### src/rtl/ysyx_22050243_lsu.sv
// ysyx_22050243_lsu -- load/store request unit between EX and the data cache.
//
// Accepts one memory operation per instruction from EX, runs a single
// outstanding request/response handshake with the data cache and holds EX
// (lsu_ready_go low) until the access completes.
//
// Ports:
//   clk, rst            clock, asynchronous active-high reset
//   ex_valid            EX holds a valid instruction
//   ex_memread/memwrite load / store (both set => store)
//   ex_memop            [1:0] access size, [2] zero-extend (used downstream)
//   ex_addr, ex_wdata   effective address, unshifted store data
//   mem_allowin         MEM accepts EX's instruction this cycle
//   lsu_ready_go        EX may hand its instruction to MEM
//   lsu_busy            FSM not idle
//   lsu_misalign        one-cycle pulse on a rejected misaligned access
//   dcache_req_*        registered request: valid/ready/we/addr/wdata/wmask
//   dcache_resp_*       response valid and doubleword-aligned read data
//   lsu_rdata           last load's aligned doubleword
module ysyx_22050243_lsu #(
  parameter int unsigned ADDR_W = 64
) (
  input  logic              clk,
  input  logic              rst,
  input  logic              ex_valid,
  input  logic              ex_memread,
  input  logic              ex_memwrite,
  input  logic [2:0]        ex_memop,
  input  logic [ADDR_W-1:0] ex_addr,
  input  logic [63:0]       ex_wdata,
  input  logic              mem_allowin,
  output logic              lsu_ready_go,
  output logic              lsu_busy,
  output logic              lsu_misalign,
  output logic              dcache_req_valid,
  input  logic              dcache_req_ready,
  output logic              dcache_req_we,
  output logic [ADDR_W-1:0] dcache_req_addr,
  output logic [63:0]       dcache_req_wdata,
  output logic [7:0]        dcache_req_wmask,
  input  logic              dcache_resp_valid,
  input  logic [63:0]       dcache_resp_rdata,
  output logic [63:0]       lsu_rdata
);

  typedef enum logic [1:0] {
    IDLE,
    REQ,
    WAIT,
    DONE
  } state_t;

  state_t state_q, state_d;

  logic              we_q, we_d;
  logic [ADDR_W-1:0] addr_q, addr_d;
  logic [63:0]       wdata_q, wdata_d;
  logic [7:0]        mask_q, mask_d;
  logic [63:0]       rdata_q, rdata_d;

  logic       is_mem;
  logic       misaligned;
  logic [2:0] ofs;
  logic [7:0] size_mask;
  logic [7:0] shifted_mask;
  logic       memop_unused;

  // Bit 2 selects zero-extension, which the memory stage applies.
  assign memop_unused = ex_memop[2];

  assign is_mem = ex_valid & (ex_memread | ex_memwrite);
  assign ofs    = ex_addr[2:0];

  always_comb begin
    misaligned = 1'b0;
    size_mask  = 8'h01;
    case (ex_memop[1:0])
      2'b00: begin
        misaligned = 1'b0;
        size_mask  = 8'h01;
      end
      2'b01: begin
        misaligned = ofs[0];
        size_mask  = 8'h03;
      end
      2'b10: begin
        misaligned = |ofs[1:0];
        size_mask  = 8'h0F;
      end
      default: begin
        misaligned = |ofs;
        size_mask  = 8'hFF;
      end
    endcase
  end

  // 8-bit result truncates any lanes shifted past the doubleword.
  assign shifted_mask = size_mask << ofs;

  always_comb begin
    state_d = state_q;
    we_d    = we_q;
    addr_d  = addr_q;
    wdata_d = wdata_q;
    mask_d  = mask_q;
    rdata_d = rdata_q;
    case (state_q)
      IDLE: begin
        if (is_mem && !misaligned) begin
          we_d    = ex_memwrite;
          addr_d  = {ex_addr[ADDR_W-1:3], 3'b000};
          mask_d  = ex_memwrite ? shifted_mask : '0;
          wdata_d = ex_memwrite ? (ex_wdata << {ofs, 3'b000}) : '0;
          state_d = REQ;
        end
      end
      REQ: begin
        if (dcache_req_ready) state_d = WAIT;
      end
      WAIT: begin
        if (dcache_resp_valid) begin
          if (!we_q) rdata_d = dcache_resp_rdata;
          state_d = DONE;
        end
      end
      DONE: begin
        if (mem_allowin) state_d = IDLE;
      end
      default: state_d = IDLE;
    endcase
  end

  always_ff @(posedge clk or posedge rst) begin
    if (rst) begin
      state_q <= IDLE;
      we_q    <= 1'b0;
      addr_q  <= '0;
      wdata_q <= '0;
      mask_q  <= '0;
      rdata_q <= '0;
    end else begin
      state_q <= state_d;
      we_q    <= we_d;
      addr_q  <= addr_d;
      wdata_q <= wdata_d;
      mask_q  <= mask_d;
      rdata_q <= rdata_d;
    end
  end

  always_comb begin
    lsu_ready_go = 1'b0;
    lsu_misalign = 1'b0;
    case (state_q)
      IDLE: begin
        lsu_ready_go = !is_mem || misaligned;
        lsu_misalign = is_mem && misaligned;
      end
      DONE:    lsu_ready_go = 1'b1;
      default: lsu_ready_go = 1'b0;
    endcase
  end

  assign lsu_busy         = (state_q != IDLE);
  assign dcache_req_valid = (state_q == REQ);
  assign dcache_req_we    = we_q;
  assign dcache_req_addr  = addr_q;
  assign dcache_req_wdata = wdata_q;
  assign dcache_req_wmask = mask_q;
  assign lsu_rdata        = rdata_q;

endmodule

### config.mk
export PLATFORM = sky130hd
export DESIGN_NAME = ysyx_22050243_lsu
export DESIGN_NICKNAME = d
export VERILOG_FILES = /design/src/rtl/ysyx_22050243_lsu.sv
export SDC_FILE = /design/constraint.sdc
export NUM_CORES = 1
export LEC_CHECK = 0
export CORE_AREA = 2 2 158 160
export CTS_CLUSTER_SIZE = 28
export DETAILED_ROUTE_END_ITERATION = 10
export DIE_AREA = 0 0 160 162
export PLACE_DENSITY = 0.76
export SYNTH_ARGS = -nofsm -noshare
export SYNTH_HDL_FRONTEND = slang
export SYNTH_SLANG_ARGS = --single-unit
### constraint.sdc
create_clock -name clk -period 5.6 [get_ports clk]
set_input_delay 0.56 -clock clk [delete_from_list [all_inputs] [get_ports clk]]
set_output_delay 0.56 -clock clk [all_outputs]
set_load 0.05 [all_outputs]
==> metrics.cfg, run 1 <==
[place]
place_congestion = 0.846
dp_cells = 1517
portBuffers = 403
placed_cell_area_um2 = 13300
dpl.hpwl_um = 22400

[status]
outcome = finished clean

[timing]
skew_ns = 0.0129
fmax_ghz = 0.274
period_minus_slack_ns = 3.65
timing.final.crit_share_pct = 65.3
maxSlewViolCount = 0
fin_tns_setup_ns = 0
relSlewSlack_pct = 31.2
finalHoldViolations = 0
setup_viol_count_final = 0
tightestPinTransition_ns = 1.03
rsz0062_at_grt = no

[min_path]
hold_class = reg2reg

[power]
sw_frac_of_total_pct = 49.5
clkPwrFrac_pct = 14.2
intPower_mw = 4.46
design_power_total_mw = 8.84
power_density_nw_per_um2 = 637
power_frac_comb_pct = 57.8
p_seq_share_pct = 28.0
p_switching_mw = 4.38
leakage_nw = 6.14
vdd.ir_drop.worst_mv = 0.325

[run]
drv_cap = 0

[drt]
drc = 0
wl_per_cell_um = 19.8
vias = 7866
drt_iter0_drc = 605
drtPass1Iterations = 5
viasPerCell = 5.08
ant_nets = 0
routed_wl_um = 30700

[yosys]
ys_ff_latch = 200
syn-cell-area_um2 = 9040
synth_cell_types = 44
avgSynthCellArea_um2 = 10.7
synth_warnings = 0
ys.flop_type = dfrtp_1
ys_seq_area_share_pct = 55.3
synthCells = 844
synth-async-reset-ratio_pct = 100
synth_edf_count = 0

[die]
dieHeight_um = 162
die-area_um2 = 25900
initial_core_util_pct = 37.5
core_um2 = 24100
die_w_um = 160
rows = 57
pin_count = 408

[worst_setup_path]
critPathCaptureType = primary output
critPathKind = in2out
start_kind = primary input
cp.required_ns = 5.04
path_max_fanout = 69
worstPathArrival_ns = 3.09

[clock_tree]
cts.path.max_buffers = 2
cts_hold_buf = 0
root_buffer = clkbuf_16
postCtsSetupBuffers = 0
clock_latency_ns = 0.43
cts_resized = 0
cts_tree = done
clk_pin_slew_worst_paths_ns = 0.07
numCtsBuffers = 17
cts.sinks = 200
cts_max_level = 4

[layout]
fin_nets = 1419
stdcell_count = 1549
drive_gt1_share_pct = 10.2
syn2layout_area_growth_pct = 53.3
num-fill-cells = 2118
num_antenna_cells = 0
final_cell_area_um2 = 13900
utilization_pct = 57.5

[global_route]
grt-ovfl-total = 0
grt_pass1_vias = 7904
grtUsageTotal_pct = 23.2
antenna_found_initial = 0
grt_max_degree = 167
grt_first_pass_wirelength_um = 46500

==> kinds of logic (layout without fill, tap and decap cells) <==
logic type	count (synthesis)	in the layout	synth area share, %
simple gates	284	284	12.6
buf+inv	75	454	3.82
other cells	1	3	0.0415
mux	121	121	15.4
compound gates	159	159	12.2
fa+ha+maj	4	4	0.554
flops	200	200	55.3
==> cells in the mapped netlist (2+ instances only) <==
master | instances | area (um2)
ha_1 | 4 | 50.1
nor2_1 | 17 | 63.8
a22o_1 | 22 | 193
o31ai_1 | 4 | 30.0
a31oi_1 | 3 | 18.8
mux4_2 | 8 | 180
mux2i_1 | 48 | 480
a32o_1 | 13 | 130
clkbuf_1 | 27 | 101
nand2b_1 | 13 | 81.3
dfrtp_1 | 200 | 5000
o22ai_1 | 22 | 138
a2bb2oi_1 | 3 | 26.3
or2_2 | 3 | 18.8
buf_4 | 7 | 52.6
inv_1 | 13 | 48.8
nor2b_1 | 3 | 18.8
buf_2 | 24 | 120
o221ai_1 | 3 | 26.3
mux2_2 | 65 | 732
a22oi_1 | 5 | 37.5
nand2_1 | 242 | 908
o211ai_1 | 6 | 45.0
a21oi_2 | 2 | 17.5
a21oi_1 | 19 | 95.1
a21o_1 | 7 | 52.6
o21ai_0 | 42 | 210
buf_1 | 3 | 11.3
==> worst paths after layout <==
path,end,cells after the start,from,slack [ns]
max in group asynchronous,lsu_rdata[9]$_DFFE_PP0P_,4,rst,3.76
min in group asynchronous,lsu_rdata[46]$_DFFE_PP0P_,3,rst,0.74
setup / recovery,lsu_ready_go,6,ex_addr[0],1.95
setup reg to reg,dcache_req_wdata[9]$_DFFE_PP0P_,6,state_q[0]$_DFFE_PP0P_,2.67
hold reg to reg,dcache_req_wmask[2]$_DFFE_PP0P_,2,dcache_req_wmask[2]$_DFFE_PP0P_,0.47
hold / removal,dcache_req_wmask[2]$_DFFE_PP0P_,2,dcache_req_wmask[2]$_DFFE_PP0P_,0.47
==> power groups by stage <==
stage               clock [mW]  combinational [mW]  sequential [mW]
floorplan                    0               0.943             4.80
global placement             0                5.08             2.46
detailed placement           0                5.14             2.50
CTS                       1.28                5.15             2.47
global route              1.35                5.31             2.55
finish                    1.25                5.11             2.47
==> critical path, stage by stage <==
cell and delay [ns]:
buf_4 0.75, a21oi_1 0.35, o221ai_1 0.34, a21oi_1 0.12, nor2_1 0.11, clkdlybuf4s50_1 0.85
==> flip-flops by register name, summed over array words and instances (netlist names) <==
name / cells
state_q: 2
dcache_req_we: 1
dcache_req_addr: 61
lsu_rdata: 64
dcache_req_wdata: 64
dcache_req_wmask: 8
==> stage by stage <==
stage / worst slack, ns / hold WS [ns]
2_1_floorplan: 2.45 / 0.528
3_5_place_dp: 1.94 / 0.459
5_1_grt: 1.83 / 0.497
4_1_cts: 1.94 / 0.476
3_3_place_gp: 2.01 / 0.452
6_report: 1.95 / 0.466
==> metal layers <==
metal | wire length [um] | part of all wire (%) | global-route usage [%]
met5 | 0 | 0 | 0
met4 | 902 | 2.9 | 7.62
met3 | 2210 | 7.2 | 5.72
met2 | 14900 | 48 | 38.8
met1 | 12800 | 41 | 29.6
==> placed cells by master, fill, tap and decap left out, types with 17 or more instances in the layout <==
master	netlist	layout
a21oi_1	19	19
mux2i_1	48	48
clkbuf_16	0	17
clkdlybuf4s50_1	0	400
nor2_1	17	17
mux2_2	65	65
dfrtp_1	200	200
nand2_1	242	242
o21ai_0	42	42
a22o_1	22	22
o22ai_1	22	22
==> cell type report <==
class	count	area, um2	share of cell area (%)
flip-flops and latches	200	5000	36.1
repair buffers	409	4080	29.4
multi-input cells	571	3710	26.8
clock buffers	17	425	3.07
well taps	324	405	2.92
clock inverters	15	178	1.28
inverters	13	52.6	0.379
Power figures use the tool's default switching activity.
==> run 2, diff against run 1 <==
CORE_AREA = 2 2 159 161   (was 2 2 158 160)
DIE_AREA = 0 0 161 163   (was 0 0 160 162)
PLACE_DENSITY = 0.72   (was 0.76)
clock period = 3.5 ns   (was 5.6 ns; I/O delays follow)
==> run 2 against run 1 <==
  * Flip-flop and latch count unchanged
  * Global-route usage fell by 0.16 points
  * Critical path type unchanged
  * Count of clock-buffer cells in the layout grew 2
  * Sequential power up 60%
  * First-iteration DRC count grew 9.6%
  * Clock power rose by 58%
  * Power increased by 60%
  * Combinational power grew 61%
  * Core utilization down 0.91 points
==> metrics.cfg, run 2 (synthesis gave the netlist of run 1 again) <==
[status]
outcome = finished clean

[power]
leakage_nw = 6.19
power_density_nw_per_um2 = 1010
vdd.ir_drop.worst_mv = 0.491

[clock_tree]
cts_max_level = 4
cts_hold_buf = 0
clock_latency_ns = 0.43
postCtsSetupBuffers = 0
cts.sinks = 200
numCtsBuffers = 17
cts_resized = 0
cts_tree = done
root_buffer = clkbuf_16
cts.path.max_buffers = 2
clk_pin_slew_worst_paths_ns = 0.09

[timing]
setup_viol_count_final = 0
fin_tns_setup_ns = 0
rsz0062_at_grt = no
setup_slack_ns = 1.02
skew_ns = 0.0172
period_minus_slack_ns = 2.48
tightestPinTransition_ns = 0.830
fmax_ghz = 0.404
timing.final.crit_share_pct = 70.8
maxSlewViolCount = 0
finalHoldViolations = 0
relSlewSlack_pct = 44.5

[worst_setup_path]
worstPathArrival_ns = 2.13
rr_startpoint = state_q[0]$_DFFE_PP0P_
r2r-end = dcache_req_wdata[13]$_DFFE_PP0P_
start_kind = primary input
reg2regPathDepth = 6
cp.required_ns = 3.15
r2r_slack_ns = 1.03
critPathKind = in2out
critPathCaptureType = primary output
path_max_fanout = 51

[drt]
vias = 7897
drc = 0
ant_nets = 0
viasPerCell = 5.06
drt_iter0_drc = 663
wl_per_cell_um = 19.8
routed_wl_um = 30900
drtPass1Iterations = 6

[die]
dieHeight_um = 163
die_w_um = 161
rows = 58
die-area_um2 = 26200
pin_count = 408
core_um2 = 24700
initial_core_util_pct = 36.6

[place]
dp_slack_ns = 0.844
dpl.hpwl_um = 23000
portBuffers = 403
place_congestion = 0.967

[global_route]
antenna_found_initial = 1
grtUsageTotal_pct = 23.0
grt_max_degree = 93
grt_first_pass_wirelength_um = 46500
grt-ovfl-total = 0
grt_pass1_vias = 7804

[layout]
fin_nets = 1424
drive_gt1_share_pct = 10.6
syn2layout_area_growth_pct = 54.4
final_cell_mix = 399 x clkdlybuf4s50_1, 242 x nand2_1, 200 x dfrtp_1, 65 x mux2_2, 48 x mux2i_1
final_common_cell = clkdlybuf4s50_1
num-fill-cells = 2147

[run]
drv_cap = 0

[min_path]
hold_class = in2async

run 2: cell count changes in the layout (fill, tap and decap cells not counted), moves of 2 or more:
| cell | previous run | this run |
|---|---|---|
| buf_12 | 1 | 6 |
| buf_4 | 6 | 8 |
| clkinv_2 | 2 | 0 |
| clkinv_4 | 0 | 2 |
| inv_6 | 2 | 4 |
run 2: worst max-delay path by stage:
stage / startpoint / to / slack [ns]
finish: ex_addr[0] / lsu_ready_go / 1.02
CTS: state_q[0]$_DFFE_PP0P_ / dcache_req_wdata[12]$_DFFE_PP0P_ / 1.01
global route: state_q[0]$_DFFE_PP0P_ / dcache_req_wdata[15]$_DFFE_PP0P_ / 0.80
floorplan: rst / dcache_req_addr[10]$_DFFE_PP0P_ / 0.56
global placement: ex_addr[2] / dcache_req_wdata[11]$_DFFE_PP0P_ / 0.92
detailed placement: ex_addr[2] / dcache_req_wdata[12]$_DFFE_PP0P_ / 0.84
run 2: metal layers:
metal	track usage, %	up-vias	share of wire (%)
met2	38.1	337	49
met1	30.2	3861	42
met5	0	-	0
met3	5.96	31	7.2
met4	5.97	0	1.5
li1	-	3668	-
run 2: worst max-delay path, stage by stage:
cell and delay (ns):
buf_4 0.56, a21oi_1 0.29, o221ai_1 0.39, a21oi_1 0.12, nor2_1 0.19, buf_12 0.17
run 2: area by class of cell:
type / count / area, um2 / area share [%]
diodes: 1 / 2.50 / 0.0179
clock buffers: 19 / 443 / 3.17
clock inverters: 13 / 151 / 1.08
inverters: 13 / 52.6 / 0.376
multi-input cells: 571 / 3710 / 26.6
flip-flops and latches: 200 / 5000 / 35.8
well taps: 330 / 413 / 2.96
repair buffers: 414 / 4180 / 29.9
run 2: per-stage QoR:
stage / std cells / area [um2] / hold slack, ns / utilization (%) / total power [mW]
after global routing: 1561 / 14000 / 0.383 / 56.6 / 14.8
after detailed placement: 1528 / 13400 / 0.458 / 54.2 / 12.3
after CTS: 1560 / 14000 / 0.359 / 56.6 / 14.3
after global placement: 1528 / 13400 / 0.458 / 54.2 / 12.1
after floorplan: 846 / 9050 / 0.455 / - / 9.18
final: 1561 / 14000 / 0.349 / 56.6 / 14.1
run 2: where the power goes:
group | internal (mW) | leakage (nW) | switching (mW)
Clock | 0.983 | 0.290 | 0.997
Sequential | 3.38 | 2.53 | 0.561
Combinational | 2.82 | 3.37 | 5.40
